<file path="src/rtl/tdm_pkg.sv">
// Shared definitions for the 4-channel TDM link (mux and demux sides).
package tdm_pkg;

  localparam int unsigned NUM_CH        = 4;
  localparam int unsigned SLOT_W        = 2;
  localparam int unsigned DEFAULT_WIDTH = 8;

  typedef enum logic {
    HUNT    = 1'b0,
    RECEIVE = 1'b1
  } state_e;

endpackage

</file>
<file path="src/rtl/tdm_slot_counter.sv">
// Bit/slot position counter for the TDM receiver, with sync-load and boundary flags.
module tdm_slot_counter
  import tdm_pkg::*;
#(
  parameter int unsigned WIDTH = DEFAULT_WIDTH
) (
  input  logic              clock,
  input  logic              reset_n,
  input  logic              adv,
  input  logic              load,
  output logic [SLOT_W-1:0] slot_cnt,
  output logic              at_frame_start_c,
  output logic              at_slot_end_c
);

  localparam int unsigned BW = (WIDTH > 2) ? $clog2(WIDTH) : 1;

  logic [BW-1:0] bit_cnt;

  assign at_slot_end_c    = (bit_cnt == BW'(WIDTH - 1));
  assign at_frame_start_c = (bit_cnt == '0) && (slot_cnt == '0);

  // Load places the counter just past the slot-0 MSB that arrived with the sync.
  always_ff @(posedge clock or negedge reset_n) begin
    if (!reset_n) begin
      bit_cnt  <= '0;
      slot_cnt <= '0;
    end else if (load) begin
      bit_cnt  <= BW'(1);
      slot_cnt <= '0;
    end else if (adv) begin
      if (at_slot_end_c) begin
        bit_cnt  <= '0;
        slot_cnt <= slot_cnt + SLOT_W'(1);
      end else begin
        bit_cnt  <= bit_cnt + BW'(1);
      end
    end
  end

endmodule

</file>
<file path="src/rtl/tdm_demux4.sv">
// 4-channel TDM demultiplexer: frame-sync hunting, slot deserialisation and
// per-channel registered outputs with single-cycle valid strobes.
module tdm_demux4
  import tdm_pkg::*;
#(
  parameter int unsigned WIDTH = DEFAULT_WIDTH
) (
  input  logic              clock,
  input  logic              reset_n,
  input  logic              bit_en,
  input  logic              sin,
  input  logic              frame_sync,
  output logic [WIDTH-1:0]  out0,
  output logic [WIDTH-1:0]  out1,
  output logic [WIDTH-1:0]  out2,
  output logic [WIDTH-1:0]  out3,
  output logic [NUM_CH-1:0] valid,
  output logic              locked,
  output logic              sync_err
);

  state_e              state;
  logic [WIDTH-1:0]    shift;
  logic [WIDTH-1:0]    out_q [NUM_CH];
  logic [WIDTH-1:0]    word_c;
  logic [SLOT_W-1:0]   slot_cnt;
  logic                at_frame_start_c;
  logic                at_slot_end_c;
  logic                cnt_adv_c;
  logic                cnt_load_c;
  logic                frame_err_c;
  logic                misplaced_c;
  logic                slot_done_c;

  tdm_slot_counter #(.WIDTH(WIDTH)) u_cnt (
    .clock            (clock),
    .reset_n          (reset_n),
    .adv              (cnt_adv_c),
    .load             (cnt_load_c),
    .slot_cnt         (slot_cnt),
    .at_frame_start_c (at_frame_start_c),
    .at_slot_end_c    (at_slot_end_c)
  );

  assign word_c = {shift[WIDTH-2:0], sin};

  // Classify each strobed bit; a misplaced sync takes priority over a slot end.
  always_comb begin
    cnt_adv_c   = 1'b0;
    cnt_load_c  = 1'b0;
    frame_err_c = 1'b0;
    misplaced_c = 1'b0;
    slot_done_c = 1'b0;
    if (bit_en) begin
      if (state == HUNT) begin
        cnt_load_c = frame_sync;
      end else if (at_frame_start_c) begin
        cnt_adv_c   = frame_sync;
        frame_err_c = !frame_sync;
      end else if (frame_sync) begin
        misplaced_c = 1'b1;
        cnt_load_c  = 1'b1;
      end else begin
        cnt_adv_c   = 1'b1;
        slot_done_c = at_slot_end_c;
      end
    end
  end

  always_ff @(posedge clock or negedge reset_n) begin
    if (!reset_n) begin
      state    <= HUNT;
      shift    <= '0;
      valid    <= '0;
      locked   <= 1'b0;
      sync_err <= 1'b0;
      for (int unsigned k = 0; k < NUM_CH; k++) out_q[k] <= '0;
    end else begin
      valid    <= '0;
      sync_err <= frame_err_c | misplaced_c;
      if (frame_err_c) begin
        state  <= HUNT;
        locked <= 1'b0;
      end else if (bit_en && (state == RECEIVE || frame_sync)) begin
        shift  <= word_c;
        state  <= RECEIVE;
        locked <= 1'b1;
      end
      if (slot_done_c) begin
        out_q[slot_cnt] <= word_c;
        valid[slot_cnt] <= 1'b1;
      end
    end
  end

  assign out0 = out_q[0];
  assign out1 = out_q[1];
  assign out2 = out_q[2];
  assign out3 = out_q[3];

endmodule

</file>
<file path="config.mk">
export PLATFORM = sky130hd
export DESIGN_NAME = tdm_demux4
export DESIGN_NICKNAME = d
export VERILOG_FILES = /design/src/rtl/tdm_pkg.sv /design/src/rtl/tdm_slot_counter.sv /design/src/rtl/tdm_demux4.sv
export SDC_FILE = /design/constraint.sdc
export NUM_CORES = 1
export LEC_CHECK = 0
export CORE_AREA = 10 10 82 84
export DETAILED_ROUTE_END_ITERATION = 10
export DIE_AREA = 0 0 92 94
export PLACE_DENSITY = 0.66
export RECOVER_POWER = 50
export SLEW_MARGIN = 20
export SYNTH_ARGS = -nofsm -noshare
export SYNTH_HDL_FRONTEND = slang
export SYNTH_SLANG_ARGS = --single-unit
</file>
<file path="constraint.sdc">
create_clock -name clock -period 2.6 [get_ports clock]
set_input_delay 0.52 -clock clock [delete_from_list [all_inputs] [get_ports clock]]
set_output_delay 0.52 -clock clock [all_outputs]
set_load 0.03 [all_outputs]
</file>
==> metrics <==
mapped cell area ~2100 um^2; clock latency on the worst-skew pair approximately 0.30 ns; most frequent cell after synthesis dfrtp_1; Total Routed Length 4130 um; critical path class register to register; CTS max path bufs 2; initial antenna violation count 0; Setup Buffers After CTS 0; fin cells 258; vias in the first global route about 1400; row count 26; most frequent cells after synthesis 50 x dfrtp_1, 39 x mux2_2, 9 x ha_1; period utilization about four fifths; crit path capture type register; I/O pin cnt 43; H-tree levels 2; critical path data required time around 2.8 ns; crit path DAT 2.27 ns; Starting Density 41.6%; die area 8650 um^2; Via density 4.73; Sink Count 50; post-CTS sizing 0; post-synth cell types 28; # hold bufs at CTS 0; Main synth FF type dfrtp_1; share of the synthesized area in the top cell type 59.3%; Cell Pwr Density 774 nW/um^2; DRC violations left 0; syn nets 153; wire per inst 16.0 um; Fmax 0.479 GHz; Final Skew 0.00648 ns; final setup violation count 0; Detail Route Antenna Nets 0; die height 94 um; total power 2.05 mW; Port Buf Inserts between 40 and 50; max-cap violations 0; DRT iter0 DRCs 34; number of flops mapped to enable cells by yosys 0; share of cells above drive strength 1 between 20 and 30%; CTS tree yes; GRT overflow 0; first-pass GRT wire length 6930 um; Yosys reg bits 50; dpl cells 250; Peak supply drop 0.000391 V; post-synthesis sequential area ratio 59.3%; Antenna diodes 0; cell count after synthesis 139; unrepaired setup endpoints after global routing no; Inserted Clock Buffers 5; Final Net Count 201; Die X 92 um; Total Routing Usage GR 9.93%; worst slew pin tran approximately 1.2 ns; slew margin rel. between 20% and 30%; synth top area cells dfrtp_1 59%, mux2_2 21%, ha_1 5.3%; Worst Setup Start Kind register; vias post-DR 1221; Hold Crit Class register to register; Root Buffer clkbuf_8; final hold vios 0; status finished, final reports clean; Async S/R FF share, synth 100%; Yosys Warn Count 0; Synth area leader dfrtp_1; Area Overhead vs Synth 25.6%; fin. max-slew vios 0; Layout fillers 460; largest net degree at the start of global routing 51; P_leak around 1.3 nW; Crit Path Max Fanout 7; clock transition at the registers of the reported paths 0.09 ns; DRT Pass-1 Iters 4; Tmin final 2.09 ns; post-detailed-placement half-perimeter wirelength 3030 um; GP Congestion ~0.77; CORE AREA 5070 um^2; Avg Synthesized Cell Area 15.2 um^2; Fin Setup TNS 0 ns
-- critical path, cell delays in order (launching register included) --
cell        delay [ns]
dfrtp_1           0.42
ha_1              0.22
ha_1              0.22
and4b_1           0.25
nand3_1           0.18
clkinvlp_2        0.32
mux2_2            0.36
-- flip-flops by register name, summed over array words and instances, names as in the netlist --
signal,flops
sync_err,1
state,1
shift,7
out1,8
out2,8
valid,4
u_cnt.bit_cnt,3
u_cnt.slot_cnt,2
out3,8
out0,8
-- through the flow --
stage / instance area, um^2 / hold slack [ns] / worst slack, ns / utilization, %
global route: 2650 / 0.531 / 0.380 / 52.2
CTS: 2700 / 0.343 / 0.371 / 53.3
floorplan: 2110 / 0.224 / 0.571 / -
global placement: 2600 / 0.487 / 0.355 / 51.2
finish: 2650 / 0.505 / 0.513 / 52.2
detailed placement: 2600 / 0.493 / 0.301 / 51.2
-- cells in the final DEF, fill, tap and decap left out, types with 2 or more instances in the layout --
cell	synthesis	layout
clkdlybuf4s50_1	0	30
a21oi_1	2	2
nor2_1	3	3
ha_1	9	9
dlygate4sd3_1	0	11
dfrtp_1	50	50
mux2_2	39	39
nand3_1	1	5
inv_1	8	8
mux2i_1	2	2
clkbuf_8	0	7
nor2b_1	2	2
-- logic make-up (layout without fill, tap and decap cells) --
logic type               count (synthesis)  after routing  share of synthesized area [%]
AO/OA/AOI/OAI                            7              7                           2.43
adder cells (fa/ha/maj)                  9              9                           5.34
flip-flops                              50             50                           59.3
AND/OR/NAND/NOR                         18             18                           7.41
buffers and inverters                   13             62                           3.32
multiplexers                            41             41                           21.8
XOR/XNOR                                 1              1                          0.415
-- final cells by class --
type | count | area, um^2 | area share, %
Clock buffer | 7 | 96.3 | 3.64
Clock inverter | 1 | 8.76 | 0.331
Inverter | 10 | 38.8 | 1.46
Multi-Input combinational cell | 76 | 738 | 27.9
Sequential cell | 50 | 1250 | 47.2
Tap cell | 70 | 87.6 | 3.31
Timing Repair Buffer | 44 | 428 | 16.2
-- report_power, final --
| part | switching, mW | internal (mW) |
|---|---|---|
| Combinational | 0.266 | 0.253 |
| Clock | 0.252 | 0.244 |
| Sequential | 0.135 | 0.900 |
-- path summary, 6_finish.rpt --
path	slack, ns	start	cells after the start	end
worst min register to register	0.50	out3[2]	1	out3[2]
worst max-delay path	0.51	u_cnt.bit_cnt[0]	6	out2[5]
min in group asynchronous	0.55	reset_n	2	valid[0]
worst max register to register	0.51	u_cnt.bit_cnt[0]	6	out2[5]
max in group asynchronous	1.33	reset_n	2	u_cnt.slot_cnt[1]
worst min-delay path	0.50	out3[2]	1	out3[2]
-- per-layer routing --
layer  share of wire (%)  GRT usage [%]  vias up  wire length (um)
met5                   0              0        -                 0
met4                0.48           2.96        0                20
met3                 6.5           4.08        2               268
met2                  52           17.4       24              2140
met1                  41           10.8      620              1700
li1                    -              -      575                 -
Note: power is estimated with default switching activity, not from simulation.
